===== src/rtl/seg_scan_ctrl_if.sv =====
// Display-update handshake bundle: one hex nibble per digit offered with valid/ready.
interface seg_scan_ctrl_if #(parameter int NDIG = 4);
  logic              upd_valid;
  logic [4*NDIG-1:0] upd_data;
  logic              upd_ready;

  modport master (output upd_valid, output upd_data, input upd_ready);
  modport slave  (input upd_valid, input upd_data, output upd_ready);
endinterface


===== src/rtl/seg_scan_ctrl.sv =====
// Multiplexed seven-segment scan controller with PWM dimming and frame-aligned data updates.
// Optional leading-zero blanking when BLANK_LEAD_EN is defined.
//
// pend_state | meaning
// PEND_EMPTY | no update waiting, upd_ready high
// PEND_FULL  | update held in pending, applied at the next frame boundary
module seg_scan_ctrl #(
  parameter int NDIG  = 4,
  parameter int DWELL = 15000,
  parameter int CBITS = 14
) (
  input  logic               clk,
  input  logic               rst,
  seg_scan_ctrl_if.slave     upd,
  input  logic [2:0]         bright,
  output logic [6:0]         segment,
  output logic [NDIG-1:0]    digit_en,
  output logic               frame_tick
);

  localparam int IBITS = (NDIG > 1) ? $clog2(NDIG) : 1;
  localparam int PW    = CBITS + 4;
  localparam logic [CBITS-1:0] LAST_CNT = CBITS'(DWELL - 1);
  localparam logic [IBITS-1:0] LAST_IDX = IBITS'(NDIG - 1);
  localparam logic [PW-1:0]    DWELL_W  = PW'(DWELL);
  localparam logic [NDIG-1:0]  ONE      = NDIG'(1);

  typedef enum logic {PEND_EMPTY = 1'b0, PEND_FULL = 1'b1} pend_t;

  pend_t             pend_state;
  logic [CBITS-1:0]  cnt;
  logic [IBITS-1:0]  idx;
  logic [4*NDIG-1:0] shadow;
  logic [4*NDIG-1:0] pending;
  logic              wrap;
  logic              boundary;
  logic              pwm_on;
  logic [PW-1:0]     cnt_x8;
  logic [PW-1:0]     thresh;
  logic [3:0]        nib;
  logic [6:0]        seg_dec;
  logic [NDIG-1:0]   blank;

  assign upd.upd_ready = (pend_state == PEND_EMPTY);
  assign wrap          = (cnt == LAST_CNT);
  assign boundary      = wrap && (idx == LAST_IDX);

  // Both sides fit in CBITS+4 bits, so the compare never truncates.
  assign cnt_x8 = {4'b0000, cnt} << 3;
  assign thresh = ({{(PW-3){1'b0}}, bright} + PW'(1)) * DWELL_W;
  assign pwm_on = (cnt_x8 < thresh);

  assign nib = shadow[{idx, 2'b00} +: 4];

  always_comb begin
    seg_dec = 7'h00;
    case (nib)
      4'h0: seg_dec = 7'h3F;
      4'h1: seg_dec = 7'h06;
      4'h2: seg_dec = 7'h5B;
      4'h3: seg_dec = 7'h4F;
      4'h4: seg_dec = 7'h66;
      4'h5: seg_dec = 7'h6D;
      4'h6: seg_dec = 7'h7D;
      4'h7: seg_dec = 7'h07;
      4'h8: seg_dec = 7'h7F;
      4'h9: seg_dec = 7'h6F;
      4'hA: seg_dec = 7'h77;
      4'hB: seg_dec = 7'h7C;
      4'hC: seg_dec = 7'h39;
      4'hD: seg_dec = 7'h5E;
      4'hE: seg_dec = 7'h79;
      4'hF: seg_dec = 7'h71;
      default: seg_dec = 7'h00;
    endcase
  end

`ifdef BLANK_LEAD_EN
  logic zeros_above;
  // Walk down from the top digit; digit 0 is never blanked.
  always_comb begin
    blank       = '0;
    zeros_above = 1'b1;
    for (int k = NDIG - 1; k > 0; k--) begin
      zeros_above = zeros_above && (shadow[4*k +: 4] == 4'h0);
      blank[k]    = zeros_above;
    end
  end
`else
  assign blank = '0;
`endif

  always_ff @(posedge clk) begin
    if (rst) begin
      cnt        <= '0;
      idx        <= '0;
      shadow     <= '0;
      pending    <= '0;
      pend_state <= PEND_EMPTY;
      segment    <= '0;
      digit_en   <= '0;
      frame_tick <= 1'b0;
    end else begin
      cnt        <= wrap ? '0 : cnt + CBITS'(1);
      frame_tick <= boundary;
      if (wrap)
        idx <= (idx == LAST_IDX) ? '0 : idx + IBITS'(1);

      if (pwm_on) begin
        digit_en <= ONE << idx;
        segment  <= blank[idx] ? 7'h00 : seg_dec;
      end else begin
        digit_en <= '0;
        segment  <= 7'h00;
      end

      // A transfer landing on a boundary stays pending until the next one.
      case (pend_state)
        PEND_EMPTY: begin
          if (upd.upd_valid) begin
            pending    <= upd.upd_data;
            pend_state <= PEND_FULL;
          end
        end
        PEND_FULL: begin
          if (boundary) begin
            shadow     <= pending;
            pending    <= '0;
            pend_state <= PEND_EMPTY;
          end
        end
        default: pend_state <= PEND_EMPTY;
      endcase
    end
  end

endmodule

===== src/flat_wrapper.sv =====
// flat-port wrapper written by rule: the top's interface ports become plain ports
module seg_scan_ctrl_flat 
#(
  parameter int NDIG  = 4,
  parameter int DWELL = 15000,
  parameter int CBITS = 14
)
  (clk, rst, bright, segment, digit_en, frame_tick, upd_upd_valid, upd_upd_data, upd_upd_ready);
  seg_scan_ctrl_if #(.NDIG(NDIG)) upd_i ();
  input  logic clk;
  input  logic rst;
  input  logic [2:0] bright;
  output logic [6:0] segment;
  output logic [NDIG-1:0] digit_en;
  output logic frame_tick;
  input wire logic [$bits(upd_i.upd_valid)-1:0] upd_upd_valid;
  input wire logic [$bits(upd_i.upd_data)-1:0] upd_upd_data;
  output wire logic [$bits(upd_i.upd_ready)-1:0] upd_upd_ready;
  assign upd_i.upd_valid = upd_upd_valid;
  assign upd_i.upd_data = upd_upd_data;
  assign upd_upd_ready = upd_i.upd_ready;
  seg_scan_ctrl #(.NDIG(NDIG), .DWELL(DWELL), .CBITS(CBITS)) u_core (.clk(clk), .rst(rst), .upd(upd_i), .bright(bright), .segment(segment), .digit_en(digit_en), .frame_tick(frame_tick));
endmodule

===== config.mk =====
export PLATFORM = sky130hd
export DESIGN_NAME = seg_scan_ctrl_flat
export DESIGN_NICKNAME = d
export VERILOG_FILES = /design/src/rtl/seg_scan_ctrl_if.sv /design/src/rtl/seg_scan_ctrl.sv /design/src/flat_wrapper.sv
export SDC_FILE = /design/constraint.sdc
export NUM_CORES = 1
export LEC_CHECK = 0
export CAP_MARGIN = 20
export CORE_ASPECT_RATIO = 0.6
export CORE_UTILIZATION = 52
export CTS_CLUSTER_SIZE = 8
export DETAILED_ROUTE_END_ITERATION = 16
export PLACE_DENSITY = 0.79
export SKIP_CTS_REPAIR_TIMING = 1
export SLEW_MARGIN = 20
export SYNTH_ARGS = -nofsm -noshare
export SYNTH_HDL_FRONTEND = slang
export SYNTH_SLANG_ARGS = --single-unit
export TNS_END_PERCENT = 30

===== constraint.sdc =====
create_clock -name clk -period 4.42 [get_ports clk]
set_input_delay 0.884 -clock clk [delete_from_list [all_inputs] [get_ports clk]]
set_output_delay 0.884 -clock clk [all_outputs]
set_load 0.005 [all_outputs]

======== Word level (Yosys, flattened, before mapping) ========
Memories as Yosys holds them, arrays and structs flattened. A register that Yosys moved wholly into a read port is not among the register bits.
Cells that the tools add are included.
storage, ports and cells
  register bits after elaboration ......... 54
  memory bits (read-only) ................. 112
  output and inout bits ................... 13
  memories kept ........................... 1
cells by class
  add/sub/neg operators ................... 3
  multipliers ............................. 1
  order comparisons ....................... 2
  equal/unequal tests ..................... 4
  shifts and indexed selects .............. 2
  mux-type cells .......................... 9
  bitwise operators ....................... 2
  reductions and logical operators ........ 6
memory list
  name             depth  width  read ports  clocked after Yosys merged registers in  wr ports  line                 text
  (no name shown)  16     7      1           1                                        0         seg_scan_ctrl.sv:57  case (nib)
operators with widths
  kind                                                                           count
  16-bit two-way mux                                                             2
  16-bit one-hot mux with 2 select lines                                         1
  17-bit by 18-bit less-than comparator with 1-bit output                        1
  18-bit by 11-bit multiplier with 15-bit output (second input constant)         1
  16-bit by 5-bit variable part select with 4-bit output                         1
  14-bit by 1-bit adder with 14-bit output (second input constant)               1
  14-bit == test (second input constant)                                         1
  3-bit by 1-bit adder with 4-bit output (second input constant)                 1
  2-bit inequality test (second input constant)                                  2
  2-bit AND reduction                                                            2
  2-bit OR reduction                                                             2
  1-bit by 2-bit left shift with 4-bit output (first input constant)             1
  2-bit by 3-bit less-than comparator with 1-bit output (second input constant)  1
  1-bit two-way mux                                                              3
  3-bit OR reduction                                                             1
  2-bit by 1-bit adder with 2-bit output (second input constant)                 1
  1-bit binary-select mux with 2-bit select                                      1
  2-bit == test (second input constant)                                          1
  2-bit two-way mux                                                              1
  1-bit NOT                                                                      2
  1-bit one-hot mux with 2 select lines                                          1
  1-bit logical AND                                                              1

======== Longest topological paths before layout ========
  depth after elaboration ................. 5
  mapped depth ............................ 19

======== Worst setup path after synthesis ========
No wires, ideal clock.
  path kind ............................... input to register
  start ................................... input port bright[0]
  end ..................................... register u_core.segment[6]
  setup time .............................. 0.086 ns
  data arrival time ....................... 4.495 ns
  data required time ...................... 4.334 ns
  slack ................................... -0.162 ns
  stages on the path ...................... 18
  path through ............................ ha_1 xor2_1 inv_1 ha_1 ha_1 ha_1 or3_1 a31oi_1 o31ai_1 a21oi_1 xor2_1 ha_1 a21o_1 a211o_1 a41oi_1 a211oi_2 buf_6 a221oi_2
on the way
  cells in the longest elaborated chain, start to end .. 5
RTL lines
  element                                                  line                 text
  from (decl)                                              flat_wrapper.sv:12   input logic [2:0] bright;
  3-bit by 1-bit adder with 4-bit output                   seg_scan_ctrl.sv:50  assign thresh = ({{(PW-3){1'b0}}, bright} + PW'(1)) * DWELL_W;
  18-bit by 11-bit multiplier with 15-bit output           seg_scan_ctrl.sv:50
  17-bit by 18-bit less-than comparator with 1-bit output  seg_scan_ctrl.sv:51  assign pwm_on = (cnt_x8 < thresh);
  1-bit NOT (no source line)                               -
  3-bit OR reduction (no source line)                      -
  to (decl)                                                seg_scan_ctrl.sv:16  output logic [6:0] segment,
Every way passes these cells.
A chain may end at the register's enable or synchronous reset.

======== Worst setup path in the final report ========
  start ................................... input port bright[1]
  end ..................................... register u_core.digit_en[1]
on the way
  cells in the longest elaborated chain, start to end .. 5
RTL lines
  element                                                  line                  text
  3-bit by 1-bit adder with 4-bit output                   seg_scan_ctrl.sv:50
  18-bit by 11-bit multiplier with 15-bit output           seg_scan_ctrl.sv:50
  17-bit by 18-bit less-than comparator with 1-bit output  seg_scan_ctrl.sv:51
  1-bit NOT (no source line)                               -
  2-bit OR reduction (no source line)                      -
  to (signal assigned)                                     seg_scan_ctrl.sv:110  digit_en <= ONE << idx;
  to (decl)                                                seg_scan_ctrl.sv:17   output logic [NDIG-1:0] digit_en,
Every way passes these cells.

==> results.md <==
- Wire per inst: 18.5 um
- Seq/Total Area, Yosys: 0.337
- DR iter-0 viols: 258
- TritonCTS Sinks: 61
- Routability cong.: 0.858
- Worst setup path class: input pin to register
- CTS Root Cell: clkbuf_16
- Chip Height: 66.7 um
- Total Routing Usage GR: 0.251
- CTS Buffer Depth: 2
- Die area: 0.00732 mm2
- Final Setup Violations: 11
- Final HPWL DP: 6.28 mm
- CORE AREA: 0.00671 mm2
- First-pass GRT wire length: 13.8 mm
- Diodes inserted: 0
- Sw frac: 0.271
- CP Launch Type: input pin
- Seq cells post-synth: 61
- Placement row count: 23
- Total power: 1.69 mW
- Power density over cell area: 352 mW/mm2
- Min Hold Slack: 449 ps
- CTS tree: done
- Sw Pwr: 457 uW
- Commonest non-fill, non-tap cell in the layout: dfxtp_1
- Initial antenna violation count: 0
- CP arrival: 4680 ps
- Area delta synth->final: 32.1%
- Ys flop type: dfxtp_1
- First drt pass iteration count: 6
- PortBufs: 34
- # DRC: 0
- Most frequent cells in the layout: dfxtp_1 (61), nand2_1 (51), buf_4 (44)
- Failing checks: negative setup slack
- Internal Power: 1.23 mW
- Pins over their slew limit: 0
- Vias in the first global route: 2895
- Number of enable flip-flop cells after synthesis: 0
- Fin crit period: 4490 ps
- Setup Skew: 7.59 ps
- Run status: complete, but fails checks
- NumNets Final: 540
- Distinct cell type count after synthesis: 53
- Peak supply drop: 0.238 mV
- Setup crit end kind: register
- CTS buffer count: 9
- Logic pwr share: 0.241
- Reg2Reg Setup Slack: 1770 ps
- Clock latency on the worst-skew pair: 320 ps
- Share of post-route cells with drive strength above 1: 0.259
- Worst slew pin tran: 850 ps
- Min-delay src: u_core.pending[8]$_SDFFE_PP0P_
- R2R cell count: 5
- Syn_area_per_cell: 9.11 um2
- Req. time, crit path: 4610 ps
- ANT nets after route: 0
- Initial Utilization: 0.541
- Worst Hold Endpoint: u_core.shadow[8]$_SDFFE_PP0P_
- RR Startpoint: u_core.cnt[7]$_SDFF_PP0_
- Post-route cell area: 0.00479 mm2
- Placed Instance Area: 0.00430 mm2
- Worst path slowest cell: ha_1
- Pleak: 1.96 nW
- Hold path depth: 2
- Max cap viols: 0
- CP max stage delay: 370 ps
- Critical Path, Cell by Cell: dlymetal6s2s_1 > ha_2 > xor2_2 > buf_4 > ha_1 > ha_1 > ha_1 > a2111oi_4 > buf_4 > o31ai_1 > xnor2_1 > ha_1 > nand2_1 > nor3_1 > o21ai_1 > a211oi_2 > buf_4 > nor3b_2
- Async set-reset flop share out of synthesis: 0
- Max_slew headroom: 0.434
- Tcrit/Tclk final: 1.01
- Final hold violation count: 0
- Flop pwr share: 0.343
- Pre-CTS setup slack: -733 ps
- Syn Std Cell Area: 0.00363 mm2
- DRT Wirelength: 10.4 mm
- Syn nets: 467
- Largest net degree at the start of global routing: 42
- Highest clock rate: 223 MHz
- Clock share of power: 0.416
- Num ports: 35
- Vias per cell: 5.99
- Top cell by count, worst path: ha_1
- Vias: 3364
- Final setup margin: -65.5 ps
- Die Width: 110 um
- Synth warnings: 0
- R2R Path End: u_core.shadow[3]$_SDFFE_PP0P_
- Clk slew on worst S/H paths: 50 ps
- Min-Delay Path Class: register to register
- Worst Path Max Fanout: 5
- Grt ovf: 0
- Mapped Cells: 398
- H-tree depth: 3
-- layout make-up --
class | count | area (um2)
Multi-Input combinational cell | 304 | 2420
Fill cell | 487 | 1920
Sequential cell | 61 | 1220
Timing Repair Buffer | 79 | 682
Clock buffer | 11 | 253
Tap cell | 87 | 109
Inverter | 16 | 60.1
Clock inverter | 4 | 47.5
-- per-stage QoR --
step	cells	util	TNS (ps)
floorplan	398	-	0
global placement	543	0.641	-7090
finish	562	0.714	-552
global route	562	0.714	-2560
CTS	558	0.685	-4430
detailed placement	543	0.641	-7900
-- cell usage after synthesis, types with 3 or more instances --
library cell | number | share of area
a21o_1 | 3 | 0.0062
a21oi_1 | 32 | 0.044
a21oi_2 | 9 | 0.022
a31oi_1 | 4 | 0.0069
and2_1 | 3 | 0.0052
and3_1 | 5 | 0.0086
buf_2 | 5 | 0.0069
clkbuf_1 | 9 | 0.0093
dfxtp_1 | 61 | 0.34
ha_1 | 45 | 0.16
inv_1 | 16 | 0.017
mux2i_1 | 4 | 0.011
mux4_2 | 5 | 0.031
nand2_1 | 51 | 0.053
nand2_2 | 9 | 0.016
nand2b_1 | 3 | 0.0052
nand3_1 | 21 | 0.029
nand4_1 | 3 | 0.0052
nor2_1 | 32 | 0.033
nor3_1 | 3 | 0.0041
o21ai_0 | 10 | 0.014
xnor2_1 | 13 | 0.031
xor2_1 | 13 | 0.031
-- worst max-delay path: cells and delay by family --
kind	cells	cell delay [ps]
AO/OA/AOI/OAI	4	900
XOR/XNOR	2	330
adder cells (fa/ha/maj)	5	1420
buffers and inverters	4	690
AND/OR/NAND/NOR	3	440
-- metal layers --
metal | GRT usage | part of all wire | up-vias
li1 | - | - | 1541
met1 | 0.362 | 0.45 | 1575
met2 | 0.370 | 0.44 | 191
met3 | 0.0607 | 0.074 | 57
met4 | 0.0667 | 0.038 | 0
met5 | 0 | 0 | -
-- kinds of logic (layout without fill, tap and decap cells) --
kind of cell	after synthesis	count (layout)	synth area share
compound gates	73	73	0.135
xor+xnor	26	26	0.0628
fa+ha+maj	47	47	0.166
buf+inv	33	110	0.0445
flops	61	61	0.337
mux	9	9	0.0421
simple gates	149	149	0.213
-- power by group through the flow --
stage | logic (mW) | clock network (mW) | registers, mW
finish | 0.407 | 0.702 | 0.579
global route | 0.439 | 0.724 | 0.579
CTS | 0.330 | 0.699 | 0.578
detailed placement | 0.326 | 0 | 0.589
global placement | 0.315 | 0 | 0.588
floorplan | 0.189 | 0 | 0.587
-- how the worst max path moves through the flow --
stage | startpoint | endpoint
CTS | bright[0] | u_core.segment[5]$_SDFF_PP0_
detailed placement | bright[0] | u_core.segment[5]$_SDFF_PP0_
global placement | bright[0] | u_core.digit_en[0]$_SDFF_PP0_
global route | bright[1] | u_core.digit_en[0]$_SDFF_PP0_
finish | bright[1] | u_core.digit_en[1]$_SDFF_PP0_
floorplan | bright[0] | u_core.segment[6]$_SDFF_PP0_
-- sequential cells by signal, indices dropped and copies added (netlist names) --
| name | cells |
|---|---|
| u_core.pending | 16 |
| u_core.digit_en | 4 |
| u_core.segment | 7 |
| u_core.cnt | 14 |
| u_core.frame_tick | 1 |
| u_core.idx | 2 |
| u_core.shadow | 16 |
| u_core.pend_state | 1 |
No activity file was read; power rests on OpenSTA's default activity.
